$ cat src/rtl/float_pkg.sv
// Shared single-precision float constants, operand classes and classifier.
package float_pkg;

  localparam int          FP_BIAS    = 127;
  localparam int          FP_EXP_MAX = 255;
  localparam logic [31:0] FP_QNAN    = 32'h7FC0_0000;
  localparam logic [30:0] FP_INF_MAG = 31'h7F80_0000;

  typedef enum logic [1:0] {
    ZERO = 2'd0,
    NORM = 2'd1,
    INF  = 2'd2,
    NAN  = 2'd3
  } fp_class_e;

  // Denormals (exp == 0) are treated as zero.
  function automatic fp_class_e fp_classify(input logic [31:0] x);
    if (x[30:23] == 8'd0) begin
      return ZERO;
    end else if (x[30:23] == 8'hFF) begin
      return (x[22:0] == 23'd0) ? INF : NAN;
    end else begin
      return NORM;
    end
  endfunction

endpackage

$ cat src/rtl/axis_float_mul_lanes_if.sv
// Generic AXI-Stream bundle: data, user, last with valid/ready handshake.
interface axis_float_mul_lanes_if #(
  parameter int DATA_W = 64,
  parameter int USER_W = 1
);
  logic [DATA_W-1:0] data;
  logic [USER_W-1:0] user;
  logic              last;
  logic              valid;
  logic              ready;

  modport master (output data, output user, output last, output valid, input ready);
  modport slave  (input data, input user, input last, input valid, output ready);
endinterface

$ cat src/rtl/float_mul_lane.sv
// One lane of the float multiplier: S1 unpack/classify, S2 mantissa product
// and exponent sum, S3 normalise/round/pack. All stages advance on en.
module float_mul_lane
  import float_pkg::*;
#(
  parameter bit RNE = 1'b1
) (
  input  logic        clk,
  input  logic        rst_n,
  input  logic        en,
  input  logic [31:0] a,
  input  logic [31:0] b,
  output logic [31:0] result,
  output logic        ovf,
  output logic        udf
);

  localparam logic signed [9:0] E_MAX = 10'(FP_EXP_MAX);

  fp_class_e          ca, cb;
  logic               sign, spec;
  logic [31:0]        spec_val;

  logic               s1_sign, s1_spec;
  logic [31:0]        s1_spec_val;
  logic signed [9:0]  s1_exp;
  logic [23:0]        s1_ma, s1_mb;

  logic               s2_sign, s2_spec;
  logic [31:0]        s2_spec_val;
  logic signed [9:0]  s2_exp;
  logic [47:0]        s2_p;

  logic [22:0]        mant, mant_r;
  logic               guard, sticky, rup, carry;
  logic signed [9:0]  e_n;
  logic [31:0]        res_n;
  logic               ovf_n, udf_n;

  // Classify operands and resolve special-value results ahead of the product.
  always_comb begin
    ca       = fp_classify(a);
    cb       = fp_classify(b);
    sign     = a[31] ^ b[31];
    spec     = 1'b1;
    spec_val = FP_QNAN;
    if (ca == NAN || cb == NAN || (ca == INF && cb == ZERO) || (ca == ZERO && cb == INF)) begin
      spec_val = FP_QNAN;
    end else if (ca == INF || cb == INF) begin
      spec_val = {sign, FP_INF_MAG};
    end else if (ca == ZERO || cb == ZERO) begin
      spec_val = {sign, 31'd0};
    end else begin
      spec = 1'b0;
    end
  end

  // S1 and S2 registers: unpacked operands, then the raw 48-bit product.
  always_ff @(posedge clk) begin
    if (!rst_n) begin
      s1_sign <= 1'b0; s1_spec <= 1'b0; s1_spec_val <= '0;
      s1_exp  <= '0;   s1_ma   <= '0;   s1_mb       <= '0;
      s2_sign <= 1'b0; s2_spec <= 1'b0; s2_spec_val <= '0;
      s2_exp  <= '0;   s2_p    <= '0;
    end else if (en) begin
      s1_sign     <= sign;
      s1_spec     <= spec;
      s1_spec_val <= spec_val;
      s1_exp      <= 10'({2'b00, a[30:23]} + {2'b00, b[30:23]} - 10'(FP_BIAS));
      s1_ma       <= {1'b1, a[22:0]};
      s1_mb       <= {1'b1, b[22:0]};
      s2_sign     <= s1_sign;
      s2_spec     <= s1_spec;
      s2_spec_val <= s1_spec_val;
      s2_exp      <= s1_exp;
      s2_p        <= s1_ma * s1_mb;
    end
  end

  // Normalise the product, round, and range-check the exponent.
  always_comb begin
    if (s2_p[47]) begin
      mant   = s2_p[46:24];
      guard  = s2_p[23];
      sticky = |s2_p[22:0];
      e_n    = s2_exp + 10'sd1;
    end else begin
      mant   = s2_p[45:23];
      guard  = s2_p[22];
      sticky = |s2_p[21:0];
      e_n    = s2_exp;
    end
    rup             = RNE & guard & (sticky | mant[0]);
    {carry, mant_r} = {1'b0, mant} + 24'(rup);
    if (carry) e_n = e_n + 10'sd1;
    ovf_n = 1'b0;
    udf_n = 1'b0;
    if (s2_spec) begin
      res_n = s2_spec_val;
    end else if (e_n >= E_MAX) begin
      res_n = {s2_sign, FP_INF_MAG};
      ovf_n = 1'b1;
    end else if (e_n <= 10'sd0) begin
      res_n = {s2_sign, 31'd0};
      udf_n = 1'b1;
    end else begin
      res_n = {s2_sign, e_n[7:0], mant_r};
    end
  end

  // S3 output register; holds while the stream is stalled.
  always_ff @(posedge clk) begin
    if (!rst_n) begin
      result <= '0;
      ovf    <= 1'b0;
      udf    <= 1'b0;
    end else if (en) begin
      result <= res_n;
      ovf    <= ovf_n;
      udf    <= udf_n;
    end
  end

endmodule

$ cat src/rtl/axis_float_mul_lanes.sv
// Multi-lane AXIS float multiplier: LANES float_mul_lane datapaths sharing
// one valid/user/last shift chain and a single advance enable.
//
// Handshake: a beat transfers on a port when valid & ready are both high at
// the clock edge. The pipeline advances only when the output register is
// empty or being drained (adv); s_axis.ready equals adv outside reset, so a
// stalled output back-pressures the producer and all stages hold.
module axis_float_mul_lanes
  import float_pkg::*;
#(
  parameter int    LANES      = 2,
  parameter int    USER_W     = 1,
  parameter string ROUND_MODE = "RNE"
) (
  input  logic clk,
  input  logic rst_n,
  axis_float_mul_lanes_if.slave  s_axis,
  axis_float_mul_lanes_if.master m_axis
);

  localparam bit RNE = (ROUND_MODE == "RNE");

  logic                  adv;
  logic [2:0]            vld;
  logic [2:0]            last_q;
  logic [USER_W-1:0]     user_q [3];
  logic [32*LANES-1:0]   prod;
  logic [2*LANES-1:0]    flags;

  assign adv          = ~vld[2] | m_axis.ready;
  assign s_axis.ready = rst_n & adv;

  // Valid/last/user shift chain, in lockstep with the lane stages.
  always_ff @(posedge clk) begin
    if (!rst_n) begin
      vld    <= '0;
      last_q <= '0;
      for (int i = 0; i < 3; i++) user_q[i] <= '0;
    end else if (adv) begin
      vld       <= {vld[1:0], s_axis.valid};
      last_q    <= {last_q[1:0], s_axis.last};
      user_q[0] <= s_axis.user;
      user_q[1] <= user_q[0];
      user_q[2] <= user_q[1];
    end
  end

  for (genvar i = 0; i < LANES; i++) begin : g_lane
    float_mul_lane #(.RNE(RNE)) u_lane (
      .clk    (clk),
      .rst_n  (rst_n),
      .en     (adv),
      .a      (s_axis.data[64*i+32 +: 32]),
      .b      (s_axis.data[64*i +: 32]),
      .result (prod[32*i +: 32]),
      .ovf    (flags[2*i+1]),
      .udf    (flags[2*i])
    );
  end

  assign m_axis.data  = prod;
  assign m_axis.user  = {user_q[2], flags};
  assign m_axis.last  = last_q[2];
  assign m_axis.valid = vld[2];

endmodule

$ cat src/flat_wrapper.sv
// flat-port wrapper written by rule: the top's interface ports become plain ports
module axis_float_mul_lanes_flat import float_pkg::*;
#(
  parameter int    LANES      = 2,
  parameter int    USER_W     = 1,
  parameter string ROUND_MODE = "   "
)
  (clk, rst_n, s_axis_data, s_axis_user, s_axis_last, s_axis_valid, s_axis_ready, m_axis_data, m_axis_user, m_axis_last, m_axis_valid, m_axis_ready);
  axis_float_mul_lanes_if #(.DATA_W(64*LANES), .USER_W(USER_W)) s_axis_i ();
  axis_float_mul_lanes_if #(.DATA_W(32*LANES), .USER_W(USER_W)) m_axis_i ();
  input  logic clk;
  input  logic rst_n;
  input wire logic [$bits(s_axis_i.data)-1:0] s_axis_data;
  input wire logic [$bits(s_axis_i.user)-1:0] s_axis_user;
  input wire logic [$bits(s_axis_i.last)-1:0] s_axis_last;
  input wire logic [$bits(s_axis_i.valid)-1:0] s_axis_valid;
  output wire logic [$bits(s_axis_i.ready)-1:0] s_axis_ready;
  output wire logic [$bits(m_axis_i.data)-1:0] m_axis_data;
  output wire logic [$bits(m_axis_i.user)-1:0] m_axis_user;
  output wire logic [$bits(m_axis_i.last)-1:0] m_axis_last;
  output wire logic [$bits(m_axis_i.valid)-1:0] m_axis_valid;
  input wire logic [$bits(m_axis_i.ready)-1:0] m_axis_ready;
  assign s_axis_i.data = s_axis_data;
  assign s_axis_i.user = s_axis_user;
  assign s_axis_i.last = s_axis_last;
  assign s_axis_i.valid = s_axis_valid;
  assign s_axis_ready = s_axis_i.ready;
  assign m_axis_data = m_axis_i.data;
  assign m_axis_user = m_axis_i.user;
  assign m_axis_last = m_axis_i.last;
  assign m_axis_valid = m_axis_i.valid;
  assign m_axis_i.ready = m_axis_ready;
  axis_float_mul_lanes #(.LANES(LANES), .USER_W(USER_W), .ROUND_MODE(ROUND_MODE)) u_core (.clk(clk), .rst_n(rst_n), .s_axis(s_axis_i), .m_axis(m_axis_i));
endmodule
$ cat config.mk
export PLATFORM = sky130hd
export DESIGN_NAME = axis_float_mul_lanes_flat
export DESIGN_NICKNAME = d
export VERILOG_FILES = /design/src/rtl/float_pkg.sv /design/src/rtl/axis_float_mul_lanes_if.sv /design/src/rtl/float_mul_lane.sv /design/src/rtl/axis_float_mul_lanes.sv /design/src/flat_wrapper.sv
export SDC_FILE = /design/constraint.sdc
export NUM_CORES = 2
export LEC_CHECK = 0
export CAP_MARGIN = 20
export CORE_MARGIN = 2
export CORE_UTILIZATION = 30
export CTS_CLUSTER_DIAMETER = 120
export DETAILED_ROUTE_END_ITERATION = 10
export GPL_TIMING_DRIVEN = 0
export HOLD_SLACK_MARGIN = 0.02
export PLACE_DENSITY = 0.56
export REMOVE_ABC_BUFFERS = 1
export SETUP_SLACK_MARGIN = 0.2
export SLEW_MARGIN = 20
export SYNTH_ARGS = -nofsm -noshare
export SYNTH_HDL_FRONTEND = slang
export SYNTH_SLANG_ARGS = --single-unit
$ cat constraint.sdc
create_clock -name clk -period 6.6 [get_ports clk]
set_input_delay 0.66 -clock clk [delete_from_list [all_inputs] [get_ports clk]]
set_output_delay 0.66 -clock clk [all_outputs]
set_load 0.005 [all_outputs]
# Word-level counts from Yosys, hierarchy flattened
# Cells that the tools add are included.
# word_totals
wordCells	119
register_bits	439
out_inout_bits	68
inputBits	134
# classes
n_reduce_logical	26
add_sub_neg	6
n_eq_ne	12
n_bitwise	5
n_mul	2
muxes	37
magnitude_cmp	4
# ops
operator	count
$mux 32	8
$mux 31	4
$mul 24x24->48	2
$logic_not 23->1	4
$mux 23	2
$eq 8x8->1 const B	4
$logic_not 8->1	4
$add 10x2->10 const B	2
$ge 10x9->1 const B	2
$le 10x1->1 const B	2
$mux 10	2
$sub 9x7->10 const B	2
$add 8x8->9	2
$eq 2x2->1 const B	8
$mux 2	8
$mux 1	13
$logic_or 1x1->1	10
$logic_not 2->1	4
$logic_and 1x1->1	4
$xor 1x1->1	2
$and 1x1->1	1
$not 1->1	1
$or 1x1->1	1

# Depth between registers and ports, before layout
# logic_depth
ltp_word	9
ltp_mapped	28
depth_no_buf	26

# Hierarchy
# A second synthesis with hierarchy kept.
# hier_totals
cells_unflattened	5511
area_unflattened_um2	49462.4
# modules_own_cells
module	area_per_inst_um2	seq_area_each_um2	cells_per_inst	n_inst
float_mul_lane (u_core.g_lane[0].u_lane)	24697.4	2722.6	2745	1
float_mul_lane (u_core.g_lane[1].u_lane)	24521.0	2722.6	2742	1
axis_float_mul_lanes	244.0	120.1	24	1

# Worst setup path after synthesis
# No wires, ideal clock.
# synth_timing
path_type	register -> register
startpoint	reg, netlist name u_core.g_lane[1].u_lane.s1_ma[23]
endpoint	reg u_core.g_lane[0].u_lane.s2_p[47]
period_less_slack_ps	6992
path_buffers	2
path_stages_with_launch	26
required_ps	6471
path_slack_ps	-392
setup_time_ps	129
t_arrival_ps	6863
path_cell_list	dfxtp_1 clkbuf_1 clkbuf_1 and2_1 fa_1 fa_1 inv_1 fa_1 fa_1 inv_1 fa_1 fa_1 inv_1 fa_1 inv_1 ha_1 a2111oi_0 o21ai_0 a221o_1 a21oi_1 o21ai_0 nor3_1 o21ai_0 a31oi_1 xnor2_1 o21ai_0
# synth_rtl
element	line_no	source
end signal: assignment	float_mul_lane.sv:76	s2_p <= s1_ma * s1_mb;
end: declaration	float_mul_lane.sv:32	logic [47:0] s2_p;

# Worst setup path in the final report
# layout_timing
startpoint	reg u_core.g_lane[1].u_lane.s1_ma[12]
endpoint	reg u_core.g_lane[1].u_lane.s2_p[47]
# layout_via
elab_chain_cells	1
# layout_lines
element	line_no	source
start: declaration	float_mul_lane.sv:27	logic [23:0] s1_ma, s1_mb;
start signal: assignment	float_mul_lane.sv:70	s1_ma <= {1'b1, a[22:0]};
$mul 24x24->48	float_mul_lane.sv:76	
end signal: assignment	float_mul_lane.sv:76	
end: declaration	float_mul_lane.sv:32	
# Every way passes these cells.
# A chain may end at the register's enable or synchronous reset.

==> reports/qor.tcl <==
set qor(status) {complete, but fails checks}
set qor(violations) {setup timing}
set qor(setup_viol_count_final) 30
set qor(dieArea_sq_um) 163000
set qor(total_leakage_power_nw) 27.4
set qor(gp_routability_congestion) 0.853
set qor(timing.critical_path.from_type) {flop}
set qor(ctsHoldBuffers) 0
set qor(dp_hpwl_um) 108000
set qor(slew_headroom) 0.204
set qor(post_route_cells_drive_above_1_share) 0.137
set qor(share_clk_of_total_power) 0.159
set qor(power_switching_w) 0.00635
set qor(final_util) 0.371
set qor(mappedNetlistArea_sq_um) 47900
set qor(yosys.cell_types.count) 67
set qor(die_w_um) 404
set qor(start_util) 0.302
set qor(number_of_clock_buffers_inserted_by_tritoncts) 39
set qor(slack_of_the_worst_reg_to_reg_path_ps) -370
set qor(stdcell_area_sq_um) 58800
set qor(global_route_wire_length_before_repair_um) 253000
set qor(fin_worst_skew_ps) 31.0
set qor(synth.yosys.seq_area_share) 0.114
set qor(synthFlopType) {dfxtp_1}
set qor(clkSinkCount) 274
set qor(pin_count_of_the_biggest_net_entering_global_routing) 107
set qor(power_per_cell_area_nw_per_um2) 232
set qor(hp-class) {reg2reg}
set qor(ys.warnings.count) 0
set qor(arr_time_crit_path_ps) 7500
set qor(comb_power_share) 0.676
set qor(clock_path_buffers) 3
set qor(detail_route.iter0.violations) 2527
set qor(leading_cell_types_in_the_layout_fill_and_taps_excluded) {1081 x inv_1, 963 x nand2_1, 920 x fa_1}
set qor(layout_min_cycle_time_ps) 6970
set qor(cts_tree) {done}
set qor(pin_count) 202
set qor(hold_path_depth) 2
set qor(final_hold_viol_count) 0
set qor(clock_input_transition_at_the_sequential_cells_of_the_worst_setup_and_hold_paths_ps) 60
set qor(stdcell_count) 7914
set qor(ant_nets) 0
set qor(final.fill_count) 15857
set qor(placeableCoreArea_sq_um) 159000
set qor(synthArstFlopShare) 0
set qor(syn-mean-instance-area_sq_um) 8.66
set qor(timing.fmax_mhz) 144
set qor(placementRows) 146
set qor(final-max-slew-violation-count) 0
set qor(postSynthCellCount) 5536
set qor(critPathCaptureType) {flop}
set qor(htreeDepth) 2
set qor(worst-r2r-cell-count) 25
set qor(dpl-instance-area_sq_um) 52300
set qor(chipHeight_um) 404
set qor(end_point_of_the_worst_hold_path) {u_core.g_lane[1].u_lane.s2_spec_val[31]}
set qor(irDropWorstVdd_mv) 0.245
set qor(via_count) 38749
set qor(root_buffer) {clkbuf_16}
set qor(rr_endpoint) {u_core.g_lane[1].u_lane.s2_p[47]}
set qor(grt_pass1_vias) 40983
set qor(commonest_non_fill_non_tap_cell_in_the_layout) {inv_1}
set qor(seqPwrFrac) 0.165
set qor(routed_wl_um) 167000
set qor(cap_violations) 0
set qor(min_period_over_period) 1.06
set qor(worst_ep_required_time_ps) 7140
set qor(dpl.cell_count) 7536
set qor(p_int_w) 0.00732
set qor(detail_route.drc_violations) 0
set qor(unrepaired_setup_endpoints_after_global_routing) {yes}
set qor(post_drt_via_cell_ratio) 4.90
set qor(setup.worst_path.class) {reg2reg}
set qor(crit_fanout) 4
set qor(sw_frac_of_total) 0.464
set qor(place.port_buffers) 200
set qor(clk-insertion-delay-late_ps) 620
set qor(total_power_w) 0.0137
set qor(min_setup_slack_post_route_ps) -365
set qor(area.growth.synth_to_final_pct) 22.7
set qor(synth_enable_flop_cells) 0
set qor(globalRouteOverflowTotal) 0
set qor(grt.total_usage) 0.205
set qor(hold_start) {u_core.g_lane[1].u_lane.s2_spec_val[31]}
set qor(finalNetCount) 7276
set qor(drt_pass1_iterations) 5
set qor(antenna_violations_before_repair) 16
set qor(avgRoutedWirePerCell_um) 21.1
set qor(worstReg2RegStart) {u_core.g_lane[1].u_lane.s1_ma[12]}
set qor(slew_of_the_pin_with_the_lowest_slew_margin_ps) 1180
set qor(yosys_reg_bits) 274
==> state kept, by name (all words and copies together), names as in the netlist, 6 cells and up <==
| name | count |
|---|---|
| u_core.g_lane.u_lane.s1_mb | 46 |
| u_core.g_lane.u_lane.s2_p | 50 |
| u_core.g_lane.u_lane.s1_ma | 47 |
| u_core.g_lane.u_lane.s1_spec_val | 6 |
| u_core.g_lane.u_lane.s1_exp | 20 |
| u_core.g_lane.u_lane.s2_spec_val | 6 |
| u_core.g_lane.u_lane.result | 64 |
| u_core.g_lane.u_lane.s2_exp | 20 |
==> timing repair <==
action | CTS | global route
buffers inserted | 219 | 75
gates resized for setup | 385 | 149
pin swaps | 157 | 126
gates cloned | 5 | 2
setup endpoints to repair | 50 | 50
endpoints found under the hold margin | 0 | 0
==> stage by stage <==
step	hold WS [ps]	setup slack (ps)	TNS, ps
global placement	438	-10640	-2279690
detailed placement	443	-1760	-53270
global route	462	-525	-11230
floorplan	420	-3070	-521020
CTS	451	-248	-2730
finish	451	-365	-4190
==> cell families after synthesis <==
group / after synthesis / share of synthesized area
xor+xnor: 80 / 0.0146
compound gates: 490 / 0.0608
mux: 51 / 0.0113
buf+inv: 1436 / 0.112
flops: 274 / 0.114
simple gates: 1869 / 0.187
fa+ha+maj: 1336 / 0.500
==> power groups by stage <==
stage / sequential [W] / clock, W / combinational [W]
5_1_grt: 0.00228 / 0.00228 / 0.0102
3_5_place_dp: 0.00243 / 0 / 0.00671
6_report: 0.00226 / 0.00217 / 0.00924
4_1_cts: 0.00226 / 0.00223 / 0.00845
2_1_floorplan: 0.00216 / 0 / 0.00480
3_3_place_gp: 0.00245 / 0 / 0.00663
==> critical path, cell delays in order, from the launching register on <==
cell and delay [ps]:
dfxtp_4 360, buf_12 140, buf_8 130, and2_4 150, fa_1 520, inv_2 40
fa_1 540, inv_2 40, fa_1 490, fa_2 630, fa_2 470, fa_1 500
inv_1 50, fa_1 490, inv_2 50, ha_4 150, a21o_1 180, a21o_1 190
a21o_1 200, a221oi_2 260, o21ai_2 110, a31oi_4 250, o21ai_2 110, a211o_1 300
or4_1 410, nand3_1 100
==> routing by layer <==
metal	share of wire	track usage
met5	0.00026	0
met4	0.032	0.0589
met3	0.094	0.0472
met2	0.44	0.321
met1	0.43	0.282
==> synthesized netlist by cell type, drive strengths merged (8+ instances only) <==
library cell	n	area share
a211oi	13	0.0020
a21o	39	0.0061
a21oi	275	0.029
a22oi	10	0.0016
a31oi	10	0.0013
and2	586	0.076
and3	11	0.0014
buf	8	0.00063
clkbuf	297	0.023
dfxtp	274	0.11
fa	964	0.40
ha	372	0.097
inv	1130	0.089
mux2	24	0.0056
mux2i	27	0.0056
nand2	975	0.076
nand3	49	0.0051
nand4	38	0.0050
nor2	112	0.0088
nor3	22	0.0023
nor4	30	0.0039
o21a	11	0.0017
o21ai	67	0.0070
o31ai	8	0.0013
xnor2	50	0.0091
xor2	30	0.0055
==> layout make-up <==
cell class,instances,area (sq um),share of cell area
diodes,7,17.5,0.000298
clock inverters,19,176,0.00300
clock buffers,51,1110,0.0189
flip-flops and latches,274,5830,0.0991
inverters,1131,4250,0.0723
well taps,2072,2590,0.0441
repair buffers,534,6330,0.108
multi-input cells,3826,38500,0.655
==> worst max path at each step <==
stage | startpoint | end | cells past startpoint
after floorplan | m_axis_ready | u_core.g_lane[0].u_lane.result[28] | 4
final | u_core.g_lane[1].u_lane.s1_ma[12] | u_core.g_lane[1].u_lane.s2_p[47] | 25
after global placement | m_axis_ready | u_core.g_lane[1].u_lane.s1_spec_val[31] | 5
after detailed placement | u_core.g_lane[1].u_lane.s1_mb[1] | u_core.g_lane[1].u_lane.s2_p[33] | 25
after global routing | u_core.g_lane[0].u_lane.s1_mb[14] | u_core.g_lane[0].u_lane.s2_p[45] | 25
after CTS | u_core.g_lane[0].u_lane.s1_ma[15] | u_core.g_lane[0].u_lane.s2_p[44] | 23
Power figures use the tool's default switching activity.
